--- src/rtl/fm_pkg.sv ---
// fm_pkg: shared types and constants for the NCO-based FM modulator.
// State codes, reset carrier step, dither LFSR polynomial/seed and dither width.
package fm_pkg;

    typedef enum logic [1:0] {
        ST_IDLE     = 2'd0,
        ST_WAIT     = 2'd1,
        ST_RUN      = 2'd2,
        ST_UNDERRUN = 2'd3
    } fm_state_e;

    // 90 MHz carrier at a 250 MHz clock
    localparam logic [31:0] FM_CARRIER_DEFAULT = 32'h5C28_F5C2;

    // Galois form (right shift) of x^16+x^14+x^13+x^11+1
    localparam logic [15:0] LFSR_POLY = 16'hB400;
    localparam logic [15:0] LFSR_SEED = 16'hACE1;
    localparam int          DITHER_W  = 8;

endpackage

--- src/rtl/fm_lfsr.sv ---
// fm_lfsr: 16-bit Galois LFSR producing phase dither for the FM modulator.
// Only instantiated when FM_DITHER_EN is defined.
module fm_lfsr
    import fm_pkg::*;
(
    input  logic                i_clk,
    input  logic                i_rst_n,
    input  logic                i_adv,
    output logic [DITHER_W-1:0] o_dither
);

    logic [15:0] lfsr_q, lfsr_d;

    // Advance one step per cycle while enabled, otherwise hold
    always_comb begin
        lfsr_d = lfsr_q;
        if (i_adv) lfsr_d = (lfsr_q >> 1) ^ (lfsr_q[0] ? LFSR_POLY : 16'h0000);
    end

    // State register, reloads the seed on reset
    always_ff @(posedge i_clk) begin
        if (!i_rst_n) lfsr_q <= LFSR_SEED;
        else          lfsr_q <= lfsr_d;
    end

    assign o_dither = lfsr_q[DITHER_W-1:0];

endmodule

--- src/rtl/fm_nco_modulator.sv ---
// fm_nco_modulator: NCO-based FM modulator with valid/ready sample input,
// programmable carrier, enable/mute, underrun timeout with sticky flag.
// Optional phase dither is built in when the macro FM_DITHER_EN is defined.
module fm_nco_modulator
    import fm_pkg::*;
#(
    parameter int                 PHASE_W         = 32,
    parameter int                 SAMPLE_W        = 8,
    parameter int                 DEV_SHIFT       = 13,
    parameter int                 TIMEOUT_W       = 16,
    parameter int                 OUT_BITS        = 4,
    parameter logic [PHASE_W-1:0] CARRIER_DEFAULT = PHASE_W'(FM_CARRIER_DEFAULT)
) (
    input  logic                 i_clk,
    input  logic                 i_rst_n,
    input  logic                 i_en,
    input  logic [PHASE_W-1:0]   i_carrier_step,
    input  logic                 i_carrier_load,
    input  logic [SAMPLE_W-1:0]  i_sample,
    input  logic                 i_sample_vld,
    output logic                 o_sample_rdy,
    input  logic [TIMEOUT_W-1:0] i_timeout,
    input  logic                 i_clr_underrun,
    output logic                 o_underrun,
    output logic [1:0]           o_state,
    output logic                 o_rf,
    output logic [OUT_BITS-1:0]  o_phase
);

    if (SAMPLE_W + DEV_SHIFT > PHASE_W) begin : g_bad_cfg
        $error("fm_nco_modulator: SAMPLE_W + DEV_SHIFT exceeds PHASE_W");
    end

    fm_state_e             state_q, state_d;
    logic                  rdy_q, underrun_q, underrun_d, rf_q;
    logic [OUT_BITS-1:0]   ophase_q;
    logic [TIMEOUT_W-1:0]  cnt_q, cnt_d;
    logic [SAMPLE_W-1:0]   sample_q, sample_d;
    logic [PHASE_W-1:0]    step_q, step_d, carrier_q, carrier_d, phase_q, phase_d;
    logic [PHASE_W-1:0]    dev, inc;
    logic signed [SAMPLE_W-1:0] sample_s;
    logic                  accept, expire;

    assign accept   = i_sample_vld & rdy_q;
    assign sample_s = sample_q;
    assign dev      = PHASE_W'(sample_s) <<< DEV_SHIFT;

`ifdef FM_DITHER_EN
    logic [DITHER_W-1:0] dither;

    fm_lfsr u_lfsr (
        .i_clk    (i_clk),
        .i_rst_n  (i_rst_n),
        .i_adv    (state_q != ST_IDLE),
        .o_dither (dither)
    );

    assign inc = step_q + PHASE_W'(dither);
`else
    assign inc = step_q;
`endif

    // Next state; enable low overrides everything, accept beats timeout expiry
    always_comb begin
        state_d = state_q;
        expire  = 1'b0;
        if (!i_en) begin
            state_d = ST_IDLE;
        end else begin
            case (state_q)
                ST_IDLE:     state_d = ST_WAIT;
                ST_WAIT:     if (accept) state_d = ST_RUN;
                ST_RUN: begin
                    if (!accept && i_timeout != '0 &&
                        cnt_q == i_timeout - TIMEOUT_W'(1)) begin
                        state_d = ST_UNDERRUN;
                        expire  = 1'b1;
                    end
                end
                ST_UNDERRUN: if (accept) state_d = ST_RUN;
                default:     state_d = ST_IDLE;
            endcase
        end
    end

    // Datapath next values: sample capture, step = carrier + deviation, phase accumulate
    always_comb begin
        sample_d   = sample_q;
        cnt_d      = '0;
        step_d     = '0;
        phase_d    = '0;
        carrier_d  = i_carrier_load ? i_carrier_step : carrier_q;
        underrun_d = expire ? 1'b1 : (i_clr_underrun ? 1'b0 : underrun_q);
        if (accept)      sample_d = i_sample;
        else if (expire) sample_d = '0;
        if (state_q == ST_RUN && state_d == ST_RUN && !accept)
            cnt_d = cnt_q + TIMEOUT_W'(1);
        if (state_d != ST_IDLE) begin
            // deviation only once a sample has reached sample_q in RUN/UNDERRUN
            step_d  = carrier_q + ((state_q == ST_RUN || state_q == ST_UNDERRUN) ? dev : '0);
            phase_d = phase_q + inc;
        end
    end

    // State and datapath registers with synchronous reset
    always_ff @(posedge i_clk) begin
        if (!i_rst_n) begin
            state_q    <= ST_IDLE;
            rdy_q      <= 1'b0;
            underrun_q <= 1'b0;
            cnt_q      <= '0;
            sample_q   <= '0;
            step_q     <= '0;
            carrier_q  <= CARRIER_DEFAULT;
            phase_q    <= '0;
            rf_q       <= 1'b0;
            ophase_q   <= '0;
        end else begin
            state_q    <= state_d;
            rdy_q      <= (state_d != ST_IDLE);
            underrun_q <= underrun_d;
            cnt_q      <= cnt_d;
            sample_q   <= sample_d;
            step_q     <= step_d;
            carrier_q  <= carrier_d;
            phase_q    <= phase_d;
            rf_q       <= (state_d != ST_IDLE) ? phase_q[PHASE_W-1] : 1'b0;
            ophase_q   <= (state_d != ST_IDLE) ? phase_q[PHASE_W-1 -: OUT_BITS] : '0;
        end
    end

    assign o_sample_rdy = rdy_q;
    assign o_underrun   = underrun_q;
    assign o_state      = state_q;
    assign o_rf         = rf_q;
    assign o_phase      = ophase_q;

endmodule

--- config.mk ---
export PLATFORM = sky130hd
export DESIGN_NAME = fm_nco_modulator
export DESIGN_NICKNAME = d
export VERILOG_FILES = /design/src/rtl/fm_pkg.sv /design/src/rtl/fm_lfsr.sv /design/src/rtl/fm_nco_modulator.sv
export SDC_FILE = /design/constraint.sdc
export NUM_CORES = 1
export LEC_CHECK = 0
export BUFFER_PORTS_ARGS = -buffer_cell sky130_fd_sc_hd__buf_4
export CELL_PAD_IN_SITES_DETAIL_PLACEMENT = 1
export CELL_PAD_IN_SITES_GLOBAL_PLACEMENT = 1
export CORE_UTILIZATION = 40
export CTS_CLUSTER_DIAMETER = 30
export DETAILED_ROUTE_END_ITERATION = 8
export GPL_TIMING_DRIVEN = 1
export PLACE_DENSITY = 0.81
export SLEW_MARGIN = 20
export SYNTH_ARGS = -nofsm -noshare
export SYNTH_HDL_FRONTEND = slang
export SYNTH_SLANG_ARGS = --single-unit
--- constraint.sdc ---
create_clock -name i_clk -period 2.9 [get_ports i_clk]
set_clock_uncertainty 0.1 [all_clocks]
set_input_delay 0 -clock i_clk [delete_from_list [all_inputs] [get_ports i_clk]]
set_output_delay 0 -clock i_clk [all_outputs]
set_load 0.02 [all_outputs]
==> Yosys cells after proc, flatten, opt, wreduce, memory -nomap -nowiden <==
Cells that the tools add are included.
{ "word_totals": {"ff_bits": 129, "word_cells": 46, "input_bits": 62} }
{ "classes": {"n_eq_ne": 5, "mux": 12, "n_addsub": 4, "reduce_logical": 14, "bitwise": 1} }
{ "op_table": {"columns": ["op", "n"], "rows": [
  ["$add A32 B32 Y32", 2],
  ["$mux W32", 1],
  ["$add A16 B1 Y16 const B", 1],
  ["$eq A16 B16 Y1", 1],
  ["$mux W8", 2],
  ["$reduce_bool A16 Y1", 1],
  ["$sub A16 B1 Y16 const B", 1],
  ["$eq A2 B2 Y1 const B", 3],
  ["$mux W2", 3],
  ["$pmux W2 S3", 1],
  ["$reduce_bool A2 Y1", 3],
  ["$mux W1", 5],
  ["$logic_and A1 B1 Y1", 4],
  ["$reduce_and A2 Y1", 2],
  ["$eq A2 B1 Y1 const B", 1],
  ["$logic_not A2 Y1", 1],
  ["$reduce_or A2 Y1", 1],
  ["$and A1 B1 Y1", 1],
  ["$logic_not A1 Y1", 1],
  ["$logic_or A1 B1 Y1", 1]
]} }

==> Longest topological paths before layout <==
Gate-level depths: netlist (run 1).
{ "depth": {"depth_word": 11, "mapped_depth": 13, "depth_no_buf": 13} }

==> Worst setup path before layout (run 1) <==
Ideal clock, no wire load.
{ "synth_timing": {"path_type": "register -> register", "start": "register state_q[1] (netlist: o_state[1])", "end": "register step_q[28] (netlist: inc[28])", "stages_incl_launch_ff": 11, "path_slack_ns": 0.077, "period_less_slack_ns": 2.823, "arrival_time_ns": 2.595, "path_buffers": 0, "setup_time_ns": 0.128, "required_ns": 2.672, "cell_sequence": "dfxtp_1 -> and2_1 -> ha_1 -> and3_1 -> and3_1 -> a21oi_1 -> a311oi_1 -> a41oi_1 -> o21ba_2 -> xor2_1 -> nor2_1"} }
{ "synth_via": {"elab_chain_len": 6, "word_cells_on_any_way": 14} }
{ "synth_lines": {"columns": ["item", "line", "rtl"], "rows": [
  ["from (decl)", "fm_nco_modulator.sv:34", "fm_state_e state_q, state_d;"],
  ["from (signal assigned)", "fm_nco_modulator.sv:119", "state_q <= state_d;"],
  ["branches (longest 6 deep; another with $add A32 B32 Y32)", null, null],
  ["to (signal assigned)", "fm_nco_modulator.sv:124", "step_q <= step_d;"],
  ["to (decl)", "fm_nco_modulator.sv:39", "logic [PHASE_W-1:0] step_q, step_d, carrier_q, carrier_d, phase_q, phase_d;"]
]} }
Parallel ways; which one is timed is not known.
A chain may end at the register's enable or synchronous reset.

==> Worst setup path in the final report (run 1) <==
{ "layout_timing": {"start": "register state_q[1] (netlist: o_state[1])", "end": "register step_q[29] (netlist: inc[29])"} }
The elaborated chain is that of the path after synthesis.

==> metrics, run 1 <==
status=completed; Pre-Repair DR Iteration Count=4; flops & latches, synth=roughly 130; total core area=around 17000 um2; register area share after synthesis=0.378; total gr overflow=0; Final TNS setup=0 ns; fin crit share=0.966; Tmin final=around 2.8 ns; Synth top area share=0.378; Post-route DRC=0; fraction of registers with async set/reset=0; TritonCTS clock tree=built; Net Count, Synth=886; GPL Wtd Cong=0.846; top_reg_cell synth=dfxtp_1; Synth top cells by count=dfxtp_1, nor2_1, nand2_1, ha_1, xnor2_1; post-placement cell area=roughly 7600 um2; Worst Setup End Kind=flip-flop; critical path launch point type=flip-flop; Slew HR=0.578; Setup Crit Path Kind=reg2reg; Initial Util=0.409; initial antenna violation count=0; global-route wire length before repair=roughly 32 mm; number of max-cap violations=0; count leader, synth=dfxtp_1; Die Height=roughly 130 um; Cell variety after synth=slightly below 60; diode count=0; I/O Buffers=70; Warnings, synthesis=0; DRT Wirelength=between 15 and 20 mm; Slew Viols, Final=0; FF-to-FF Start=o_state[1]; final hold violation count=0; Post-synth EDFFs=0; Worst Hold Depth=3; Layout Cells excl Fill=around 1100; final instance area=a little under 9000 um2; Routed Antenna Nets=0; DR iter-0 viols=roughly 260; synthesized instance count=slightly below 800; Fmax achieved=~360 MHz; total power=~4.5 mW; vias per cell=between 5 and 6; worst vdd ir=around 0.00043 V; HPWL after detailed placement=12.1 mm; Reg-to-Reg End=inc[29]; Root Driver=clkbuf_16; Yosys top cell by area=dfxtp_1; post-route setup slack=roughly 0.098 ns; ranking of synthesized cells by area=dfxtp_1, ha_1, mux2i_1; Final setup violation count=0; vias in the first global route=roughly 6600; maximum fanout along the worst path=9; Net count, final=around 1000; Synth Cell Area=6790 um2; fin util=0.526; Slew @ Worst Pin=approximately 0.63 ns; H-Tree Depth=4; Worst-path clk slew=~0.06 ns; hold path start=i_carrier_load; Fill cells=approximately 1900; area delta synth->final=28.4%; die width=roughly 130 um; worst min path class=in2reg; Worst EP arrival=3.00 ns; largest net degree at the start of global routing=slightly above 60; CTS max path bufs=2; ratio of cells with drive above 1 in the final layout=0.158; via count=about 6000; power density over the cells=between 500 and 600 nW/um2; Worst Hold End=carrier_q[30]; WL/cell=approximately 17 um; Worst Reg-to-Reg Cells=13; die footprint=between 15000 and 20000 um2; Ports=just over 70; hold_ws=between 0.04 and 0.05 ns; Leakage=3.89 nW; CTS buffer count=17; synthesized area per cell=about 8.8 um2; Clk Latency, worst-skew pair=0.43 ns; overall global routing resource usage=0.230; reg2reg setup slack=slightly below 0.1 ns; Core Rows=47; WP data required=between 3 and 4 ns; placed insts=~1000; Num Clock Sinks=roughly 130; pre-CTS setup slack=-0.107 ns
[flip-flops by register name, summed over array words and instances (netlist names)]
name / cells
phase_q: 32
o_underrun: 1
o_sample_rdy: 1
inc: 32
o_state: 2
cnt_q: 16
carrier_q: 32
o_rf: 1
sample_q: 8
o_phase: 3
[critical path, cell delays in order, from the launching register on]
cell,delay [ns]
dfxtp_4,0.39
and2_1,0.15
ha_1,0.17
inv_1,0.06
fa_1,0.41
nor2b_2,0.16
o21ai_1,0.12
a21boi_2,0.26
o2111ai_2,0.17
nand4_1,0.14
nand2_1,0.12
o21ai_1,0.22
xnor2_1,0.16
nor2_1,0.06
[metal layers]
metal | global-route usage | vias up | wire (um)
li1 | - | 2942 | -
met1 | 0.252 | 2903 | 7980
met2 | 0.424 | 122 | 10200
met3 | 0.0561 | 45 | 722
met4 | 0.0926 | 0 | 520
met5 | 0 | - | 0
[layout make-up]
class                   count  area [um2]  share of cell area
multi-input cells         584        4050               0.465
flip-flops and latches    128        2570               0.294
inverters                  30         113              0.0129
repair buffers            133        1110               0.127
clock buffers              20         467              0.0535
well taps                 220         275              0.0316
clock inverters            12         134              0.0154
[worst max path at each step]
stage	from	endpoint	cells past startpoint
final	o_state[1]	inc[29]	13
after global routing	o_state[1]	inc[21]	14
after CTS	phase_q[0]	phase_q[28]	12
after detailed placement	o_state[1]	inc[29]	13
after global placement	o_state[1]	inc[31]	13
after floorplan	o_state[1]	inc[28]	10
[what timing repair did]
action | 4_1_cts | 5_1_grt
resized for setup | 5 | 16
setup endpoints to repair | 5 | 16
setup buffers | 0 | 5
pin swaps | 2 | 6
cloned | 0 | 0
hold buffers | 45 | 0
hold endpoints to repair | 62 | 0
[where the power goes]
group / total (mW) / switching [mW] / internal, mW
Clock: 2.17 / 0.838 / 1.33
Combinational: 0.452 / 0.231 / 0.221
Sequential: 1.85 / 0.0334 / 1.82
Total: 4.48 / 1.10 / 3.38
[placed cells by master, fill, tap and decap left out, types with 28 or more instances in the layout]
| cell | instances |
|---|---|
| nor2_1 | 86 |
| dfxtp_1 | 127 |
| inv_1 | 30 |
| xor2_1 | 33 |
| nand3_1 | 33 |
| and3_1 | 30 |
| nand2_1 | 52 |
| ha_1 | 51 |
| buf_4 | 88 |
| o21ai_0 | 28 |
| xnor2_1 | 37 |
| dlygate4sd3_1 | 45 |
| a21oi_1 | 33 |
| mux2i_1 | 35 |
[logic make-up (layout without fill, tap and decap cells)]
family / after synthesis / after routing / synth area share
adders and majority gates: 53 / 53 / 0.0999
DFF: 128 / 128 / 0.378
xor gates and xnor gates: 70 / 70 / 0.0903
muxes: 35 / 35 / 0.0516
AOI/OAI and AO/OA: 138 / 138 / 0.130
and+or+nand+nor: 288 / 288 / 0.215
buffers and inverters: 59 / 195 / 0.0354
Note: power is estimated with default switching activity, not from simulation.
==> run 2: changes to the inputs <==
--- a/config.mk
+++ b/config.mk
@@ -5,14 +5,15 @@
 export SDC_FILE = /design/constraint.sdc
 export NUM_CORES = 1
 export LEC_CHECK = 0
+export ABC_AREA = 1
 export BUFFER_PORTS_ARGS = -buffer_cell sky130_fd_sc_hd__buf_4
 export CELL_PAD_IN_SITES_DETAIL_PLACEMENT = 1
 export CELL_PAD_IN_SITES_GLOBAL_PLACEMENT = 1
-export CORE_UTILIZATION = 40
+export CORE_UTILIZATION = 39
 export CTS_CLUSTER_DIAMETER = 30
 export DETAILED_ROUTE_END_ITERATION = 8
 export GPL_TIMING_DRIVEN = 1
-export PLACE_DENSITY = 0.81
+export PLACE_DENSITY = 0.83
 export SLEW_MARGIN = 20
 export SYNTH_ARGS = -nofsm -noshare
 export SYNTH_HDL_FRONTEND = slang
==> metrics, run 2 <==
vias per cell=between 5 and 6; Routed Antenna Nets=0; Pre-Repair DR Iteration Count=5; Initial Util=0.404; H-Tree Depth=4; Setup Crit Path Kind=reg2reg; FF-to-FF Start=o_state[1]; Core Rows=a little under 50; critical path launch point type=flip-flop; Post-route DRC=0; maximum fanout along the worst path=5; Final setup violation count=0; count leader, synth=nand2_1; global-route wire length before repair=46.0 mm; final hold violation count=0; synthesized area per cell=6.95 um2; WL/cell=slightly below 20 um; synthesized instance count=~1100; overall global routing resource usage=0.307; CTS max path bufs=2; most frequent cells in the layout=nand2_1, nor2_1, inv_1, dfxtp_1, a21oi_1; largest net degree at the start of global routing=60; most common cell after layout, fill and taps aside=nand2_1; DRT Wirelength=around 29 mm; fin util=0.528; Yosys top cell by area=dfxtp_1; final instance area=9610 um2; Net Count, Synth=~1200; DR iter-0 viols=between 500 and 600; post-placement cell area=around 8100 um2; Synth top cells by count=nand2_1, nor2_1, inv_1, dfxtp_1, a21oi_1; Slew HR=0.547; ranking of synthesized cells by area=dfxtp_1, nand2_1, ha_1; Leakage=4.34 nW; initial antenna violation count=1; worst vdd ir=around 0.00046 V; hold path start=i_sample_vld; Tmin final=around 2.8 ns; die footprint=between 15000 and 20000 um2; number of max-cap violations=0; Worst Hold Depth=4; GPL Wtd Cong=0.886; worst min path class=in2reg; HPWL after detailed placement=about 16 mm; hold_ws=about 0.13 ns; top_reg_cell synth=dfxtp_1; ratio of cells with drive above 1 in the final layout=0.117; Fmax achieved=approximately 360 MHz; Worst Setup End Kind=flip-flop; register area share after synthesis=0.348; Root Driver=clkbuf_16; total power=about 4.8 mW; die width=between 100 and 150 um; Layout Cells excl Fill=around 1500; Die Height=around 140 um; fin crit share=0.955; total gr overflow=0; CTS buffer count=17; via count=8021; I/O Buffers=70; Worst EP arrival=about 3.0 ns; Slew @ Worst Pin=a little under 0.7 ns; TritonCTS clock tree=built; vias in the first global route=a little under 9000; Worst Reg-to-Reg Cells=13; Num Clock Sinks=about 130; placed insts=~1300; flops & latches, synth=about 130; Synth top area share=0.348; total core area=around 18000 um2; status=completed; power density over the cells=495 nW/um2; CP startpoint=o_state[1]; area delta synth->final=30.6%; Post-synth EDFFs=0; Worst-path clk slew=0.07 ns; Slew Viols, Final=0; fraction of registers with async set/reset=0; Clk Latency, worst-skew pair=roughly 0.43 ns; Ports=71; Synth Cell Area=7360 um2; Cell variety after synth=just over 40; Warnings, synthesis=0; Net count, final=about 1300; WP data required=between 3 and 4 ns
-- run 2: critical path: stages, from the launching register on --
cell	delay, ns
dfxtp_1	0.44
nand2_1	0.08
inv_1	0.07
ha_1	0.25
inv_1	0.08
fa_1	0.39
nor2_1	0.21
a21oi_1	0.15
o21ai_2	0.20
nand3_1	0.14
nand2_1	0.12
nand3_1	0.11
a21oi_1	0.23
nor2_1	0.08
-- run 2: worst paths after layout --
path,to,slack (ns)
worst max-delay path,inc[29],0.13
worst min-delay path,sample_q[5],0.13
worst max register to register,inc[29],0.13
worst min register to register,o_rf,0.34
-- run 2: layer usage --
| layer | GRT usage | part of all wire | vias to the layer above |
|---|---|---|---|
| met2 | 0.569 | 0.51 | 243 |
| met1 | 0.332 | 0.40 | 3890 |
| met3 | 0.0537 | 0.039 | 98 |
| met5 | 0 | 0 | - |
| met4 | 0.159 | 0.045 | 0 |
| li1 | - | - | 3790 |
-- run 2: where the power goes --
group	switching (mW)	leakage, nW	total, mW	internal [mW]
combinational	0.330	3.01	0.587	0.257
sequential	0.0420	1.05	1.87	1.83
clock	0.938	0.284	2.30	1.37
-- run 2: cell type report --
cell class                 count  area (um2)
clock inverter                14         178
clock buffer                  18         429
fill                        2258        8600
multi-input combinational    780        4230
sequential                   128        2560
inverter                     130         492
tap                          229         287
timing repair buffer         162        1430
antenna                        1        2.50
-- run 2: per-stage QoR --
stage | TNS (ns) | setup slack (ns)
after floorplan | 0 | 0.283
after global placement | 0 | 0.346
after detailed placement | 0 | 0.241
after CTS | 0 | 0.226
after global routing | -0.0134 | -0.0134
final | 0 | 0.129
-- run 2: cells by family (layout without fill, tap and decap cells) --
group,count (synthesis),after routing,share of synthesized area
AOI/OAI and AO/OA,207,207,0.151
xor gates and xnor gates,37,37,0.0440
adders and majority gates,53,53,0.0922
buffers and inverters,150,324,0.0792
DFF,128,128,0.348
other,0,1,0
and+or+nand+nor,483,483,0.285
-- run 2: repair_timing --
action | 4_1_cts | 5_1_grt
setup endpoints to repair | 0 | 3
hold buffers | 87 | 0
endpoints found under the hold margin | 57 | 0
resized for setup | 0 | 5
buffers inserted | 0 | 0
